File: src/rtl/imm_gen_pipe.sv
// Registered RISC-V immediate generator with a valid/ready output stage.
// SKID=1 adds a second entry so in_ready comes straight from a flop.
module imm_gen_pipe #(
    parameter int XLEN  = 32,
    parameter int TAG_W = 8,
    parameter bit SKID  = 1'b1
) (
    input  logic             clk,
    input  logic             rst,
    input  logic             flush,
    input  logic             in_valid,
    output logic             in_ready,
    input  logic [24:0]      in_instr,
    input  logic [2:0]       in_sel,
    input  logic [TAG_W-1:0] in_tag,
    output logic             out_valid,
    input  logic             out_ready,
    output logic [XLEN-1:0]  out_imm,
    output logic [TAG_W-1:0] out_tag,
    output logic             out_illegal
);

    localparam logic [2:0] FMT_I = 3'b000;
    localparam logic [2:0] FMT_S = 3'b001;
    localparam logic [2:0] FMT_B = 3'b010;
    localparam logic [2:0] FMT_U = 3'b011;
    localparam logic [2:0] FMT_J = 3'b100;
    localparam logic [2:0] FMT_Z = 3'b101;

    generate
        if (XLEN != 32 && XLEN != 64) begin : g_bad_xlen
            $error("imm_gen_pipe: XLEN must be 32 or 64");
        end
    endgenerate

    logic [31:0]      imm32;
    logic             dec_illegal;
    logic [XLEN-1:0]  dec_imm;

    logic             skid_valid;
    logic [XLEN-1:0]  skid_imm;
    logic [TAG_W-1:0] skid_tag;
    logic             skid_illegal;

    logic             out_free;
    logic             accept;

    // in_instr[k-7] holds instruction bit k
    always_comb begin
        imm32       = '0;
        dec_illegal = 1'b0;
        case (in_sel)
            FMT_I:   imm32 = {{20{in_instr[24]}}, in_instr[24:13]};
            FMT_S:   imm32 = {{20{in_instr[24]}}, in_instr[24:18], in_instr[4:0]};
            FMT_B:   imm32 = {{19{in_instr[24]}}, in_instr[24], in_instr[0],
                              in_instr[23:18], in_instr[4:1], 1'b0};
            FMT_U:   imm32 = {in_instr[24:5], 12'b0};
            FMT_J:   imm32 = {{11{in_instr[24]}}, in_instr[24], in_instr[12:5],
                              in_instr[13], in_instr[23:14], 1'b0};
            FMT_Z:   imm32 = {27'b0, in_instr[12:8]};
            default: dec_illegal = 1'b1;
        endcase
    end

    assign dec_imm  = XLEN'({{32{imm32[31]}}, imm32});

    assign out_free = out_ready | ~out_valid;
    assign in_ready = ~rst & (SKID ? ~skid_valid : out_free);
    assign accept   = in_valid & in_ready;

    // The output register refills from skid first so ordering stays FIFO;
    // a stalled output can only accept into skid, which SKID=0 never enables.
    always_ff @(posedge clk) begin
        if (rst) begin
            out_valid    <= 1'b0;
            out_imm      <= '0;
            out_tag      <= '0;
            out_illegal  <= 1'b0;
            skid_valid   <= 1'b0;
            skid_imm     <= '0;
            skid_tag     <= '0;
            skid_illegal <= 1'b0;
        end else if (flush) begin
            out_valid  <= 1'b0;
            skid_valid <= 1'b0;
        end else if (out_free) begin
            if (skid_valid) begin
                out_valid   <= 1'b1;
                out_imm     <= skid_imm;
                out_tag     <= skid_tag;
                out_illegal <= skid_illegal;
                skid_valid  <= 1'b0;
            end else if (accept) begin
                out_valid   <= 1'b1;
                out_imm     <= dec_imm;
                out_tag     <= in_tag;
                out_illegal <= dec_illegal;
            end else begin
                out_valid <= 1'b0;
            end
        end else if (accept) begin
            skid_valid   <= 1'b1;
            skid_imm     <= dec_imm;
            skid_tag     <= in_tag;
            skid_illegal <= dec_illegal;
        end
    end

endmodule
File: config.mk
export PLATFORM = sky130hd
export DESIGN_NAME = imm_gen_pipe
export DESIGN_NICKNAME = d
export VERILOG_FILES = /design/src/rtl/imm_gen_pipe.sv
export SDC_FILE = /design/constraint.sdc
export NUM_CORES = 1
export LEC_CHECK = 0
export BUFFER_PORTS_ARGS = -buffer_cell sky130_fd_sc_hd__buf_2
export CAP_MARGIN = 30
export CELL_PAD_IN_SITES_DETAIL_PLACEMENT = 1
export CELL_PAD_IN_SITES_GLOBAL_PLACEMENT = 1
export CORE_MARGIN = 2
export CORE_UTILIZATION = 40
export DETAILED_ROUTE_END_ITERATION = 12
export PLACE_DENSITY_LB_ADDON = 0.12
export RECOVER_POWER = 25
export SYNTH_ARGS = -nofsm -noshare
export SYNTH_HDL_FRONTEND = slang
export SYNTH_SLANG_ARGS = --single-unit
export TNS_END_PERCENT = 20
File: constraint.sdc
create_clock -name clk -period 1.64 [get_ports clk]
set_input_delay 0 -clock clk [delete_from_list [all_inputs] [get_ports clk]]
set_output_delay 0 -clock clk [all_outputs]
set_load 0.1 [all_outputs]
---- Yosys cells after proc, flatten, opt, wreduce, memory -nomap -nowiden ----
Cells that the tools add are included.
word-level totals
  memory bits (read-only) ................. 0
  input port bits ......................... 41
  logic and storage cells ................. 38
  memories kept ........................... 0
  register bits ........................... 84
  bits in latches ......................... 0
  bits in writable memories ............... 0
operators by class
  multipliers ............................. 0
  shift-type cells ........................ 0
  mux-type cells .......................... 10
  divide/modulo/power cells ............... 0
  magnitude comparators ................... 0
  equal/unequal tests ..................... 5
  $add $sub $neg .......................... 0
  reduce and logical (&&, ||, !) cells .... 7
  bitwise logic cells ..................... 8
operators by type and width
  cell                number
  $pmux 32 s6         1
  $mux 32             2
  $mux 8              2
  $eq 3x2->1 const B  2
  $eq 3x3->1 const B  2
  $reduce_and 3->1    2
  $reduce_or 6->1     1
  $mux 1              5
  $not 1->1           5
  $eq 3x1->1 const B  1
  $logic_not 3->1     1
  $reduce_or 3->1     1
  $and 1x1->1         2
  $reduce_bool 2->1   1
  $reduce_or 2->1     1
  $or 1x1->1          1

---- Depth between registers and ports, before layout ----
  depth after elaboration ................. 5
  mapped depth ............................ 7
  mapped depth without buffers ............ 4

---- Worst setup path before layout ----
Ideal clock, no wire load.
  path kind ............................... register to register
  from .................................... register skid_valid
  to ...................................... register out_imm[1]
  arrival ................................. 2.278 ns
  setup time .............................. 0.083 ns
  slack ................................... -0.720 ns
  period minus slack after synthesis ...... 2.360 ns
  required time ........................... 1.557 ns
  cell stages (with the launch flop) ...... 6
  path through ............................ dfxtp_1 > buf_2 > buf_1 > nor2_1 > nand2_1 > o221ai_1
between the ends
  word-level cells in the longest chain between the ends .. 5
  elaborated cells between the ends (all ways) .. 6
ends and longest elaborated chain
  element                      line  source
  start: declaration           40    logic skid_valid;
  start signal: assignment     79    skid_valid <= 1'b0;
  start signal: assignment     85    skid_valid <= 1'b0;
  start signal: assignment     92    skid_valid <= 1'b0;
  $not 1->1                    68    assign in_ready = ~rst & (SKID ? ~skid_valid : out_free);
  $and 1x1->1                  68
  named net in_ready           12    output logic in_ready,
  $and 1x1->1                  69    assign accept = in_valid & in_ready;
  $reduce_bool 2->1 (no line)  n/a
  $reduce_and 3->1 (no line)   n/a
  end signal: assignment       89    out_imm <= skid_imm;
  end signal: assignment       95    out_imm <= dec_imm;
  end: declaration             18    output logic [XLEN-1:0] out_imm,
The timed path passes the listed nets, and every way through them passes these cells.
A chain may end at the register's enable or synchronous reset.

---- Worst setup path in the final report ----
  from .................................... register skid_valid
  to ...................................... register out_imm[23]
between the ends
  word-level cells in the longest chain between the ends .. 5
  elaborated cells between the ends (all ways) .. 6
ends and longest elaborated chain
  element                      line
  $not 1->1                    68
  $and 1x1->1                  68
  $and 1x1->1                  69
  $reduce_bool 2->1 (no line)  n/a
  $reduce_and 3->1 (no line)   n/a
Parallel ways exist; a longest one is shown, timed or not.

==> metrics.txt <==
Congestion Overflow GR 0; flops & latches, synth 84; Layout Nets 599; Multi-input gate area approximately 2000 um2; VDD IR max 0.480 mV; Worst Max-Slew Pin Slew 0.557 ns; IO Port Bufs between 80 and 90; Sink Count between 80 and 90; largest family of logic cells by synthesized area compound AO/OA/AOI/OAI gates; final WL roughly 12000 um; worst min path class input port to register; max-capacitance violation count 0; RSZ-0062 raised after global routing true; post-synthesis sequential area ratio a little over two fifths; Worst Skew between 0.01 and 0.015 ns; Critical Path RT between 1.5 and 2 ns; mux cell area share after synthesis ~2.3%; TritonCTS Buffers 9; largest net degree at the start of global routing 60; Gate Count Post-Synth 460; setup violators final 0; Crit Path Max Fanout 16; leakage power total 1.96 nW; Max Fclk between 600 and 700 MHz; htree depth 3; Final Hold Viols 0; root buffer cell clkbuf_8; asr flop ratio synth 0%; met3 WL approximately 480 um; Simple-Gate Fraction of Synth Area between 15 and 20%; first-pass GRT wire length 19000 um; met1 wire length between 5000 and 6000 um; number of flops mapped to enable cells by yosys 0; # fillers around 1.2k; # rows 35; Mean Syn Cell Area roughly 8.4 um2; CTS clock-pin slew for the worst setup and hold paths around 0.09 ns; CTS tree done; post-synthesis compound-gate area fraction between 20% and 30%; Die Width between 100 and 150 um; met2 WL approximately 5700 um; max layer used met4; core footprint 9280 um2; Max clock buf depth 2; total track usage a little under a quarter; fin cells around 690; Setup crit end kind register; Ports 84; Initial Util 41.5%; Sequential Area between 1500 and 2000 um2; synth unique cells 40; hpwl dp ~7400 um; Max Slew Vio Count 0; Worst setup SP type register; routed length per placed instance 16.8 um; outcome finished, final reports clean; number of diodes 0; remaining routing DRC violations 0; crit share post-route a little over nine tenths; vias in the first global route ~4k; Crit Path Class register to register; top_reg_cell synth dfxtp_1; Die Ht just over 100 um; Die Area approximately 10000 um2; Post-Synth Adder-Cell Area 0.293%; fin crit period 1.57 ns; layout cells sized above 1 around 25%; Area Growth Syn to Fin 28.5%; GPL Wtd Cong 0.732; later-pin clock latency in the skew report roughly 0.35 ns; drt pass-1 iters 6; drt initial violations 132; post-synthesis net count between 500 and 600; Slew headroom 63.0%; placed insts about 650; DR vias ~3.9k; ANT nets after route 0; Syn. warnings 0; CP arrival 1.80 ns; Post-Syn Area approximately 3800 um2; Pwr Density approximately 890 nW/um2; Post-Synth XOR/XNOR Area less than 1%; total power 4.42 mW; DR vias/cell 5.62; initial antenna violation count 0; hold slack final 0.0497 ns
[state kept, by name, summed over array words and instances, names as in the netlist]
name,count
skid_tag,8
skid_imm,32
skid_illegal,1
out_imm,32
skid_valid,1
out_valid,1
out_illegal,1
out_tag,8
[per-layer routing]
layer  vias up  GRT usage [%]
met5         -              0
met4         0           7.59
met3        18           3.56
met2        86           39.4
met1      1908           29.5
li1       1879              -
[layout make-up]
| cell class | instances | area share [%] |
|---|---|---|
| inverters | 3 | 0.228 |
| clock buffers | 12 | 2.73 |
| clock inverters | 4 | 1.04 |
| flip-flops and latches | 84 | 34.1 |
| multi-input cells | 325 | 39.5 |
| well taps | 129 | 3.26 |
| repair buffers | 135 | 19.2 |
[cells in the final DEF (no fill, tap or decap), drive strengths merged, types with 2 or more instances in the layout]
master	instances
mux2i	9
clkbuf	42
nand3	35
o21ai	44
a211o	2
nor2	49
dfxtp	84
nor4bb	2
a211oi	26
nor2b	2
inv	3
dlygate4sd3	29
a21oi	70
nand2	29
a32oi	10
o41ai	12
nand3b	8
clkinv	2
a221oi	8
nand2b	7
buf	76
[where the power goes]
group / total, mW / switching [mW] / internal, mW
sequential: 2.11 / 0.0253 / 2.09
clock: 1.43 / 0.720 / 0.707
combinational: 0.878 / 0.632 / 0.246
total: 4.42 / 1.38 / 3.04
[kinds of logic (layout without fill, tap and decap cells)]
family | after synthesis | count (layout)
buf+inv | 51 | 154
flops | 84 | 84
mux | 9 | 9
compound gates | 177 | 177
xor+xnor | 1 | 1
simple gates | 137 | 137
fa+ha+maj | 1 | 1
[path summary, 6_finish.rpt]
| path | startpoint | to | slack [ns] | cells past startpoint |
|---|---|---|---|---|
| hold reg to reg | skid_tag[6] | skid_tag[6] | 0.46 | 2 |
| setup / recovery | skid_valid | out_imm[23] | 0.07 | 5 |
| setup reg to reg | skid_valid | out_imm[23] | 0.07 | 5 |
| hold / removal | in_sel[1] | skid_illegal | 0.05 | 3 |
[cell usage after synthesis, drive strengths merged (2+ instances only)]
cell type	number	area (um2)
dfxtp	84	1680
nand3	35	175
a211oi	26	208
a32oi	10	87.6
o21ai	44	220
a21oi	70	350
nand3b	8	60.1
nor4bb	2	20.0
mux2i	9	90.1
nor2	49	184
nand2	29	109
buf	27	163
a221oi	8	70.1
nor2b	2	15.0
o41ai	12	150
a211o	2	17.5
clkbuf	21	81.3
inv	3	11.3
nand2b	7	51.3
[metrics by stage]
stage	cell area, um2	util (%)	TNS (ns)	setup slack (ns)
after floorplan	3870	-	-0.00948	-0.00130
after global placement	4420	47.6	0	0.0661
final	4950	53.3	0	0.0741
after global routing	4950	53.3	-0.0463	-0.0160
after CTS	4910	52.9	0	0.0245
after detailed placement	4430	47.7	-0.0330	-0.0159
[worst max-delay path, stage by stage, from the launching register on]
cell and delay, ns:
dfxtp_1 0.36, inv_2 0.05, buf_4 0.15, a211o_1 0.32, buf_6 0.19, o41ai_2 0.37
[repair_timing]
item	CTS	global route
endpoints found under the setup margin	25	39
gates resized for setup	1	7
pin swaps	0	0
hold buffers	29	0
setup buffers	0	0
endpoints found under the hold margin	43	0
(Power assumes the default switching activity.)
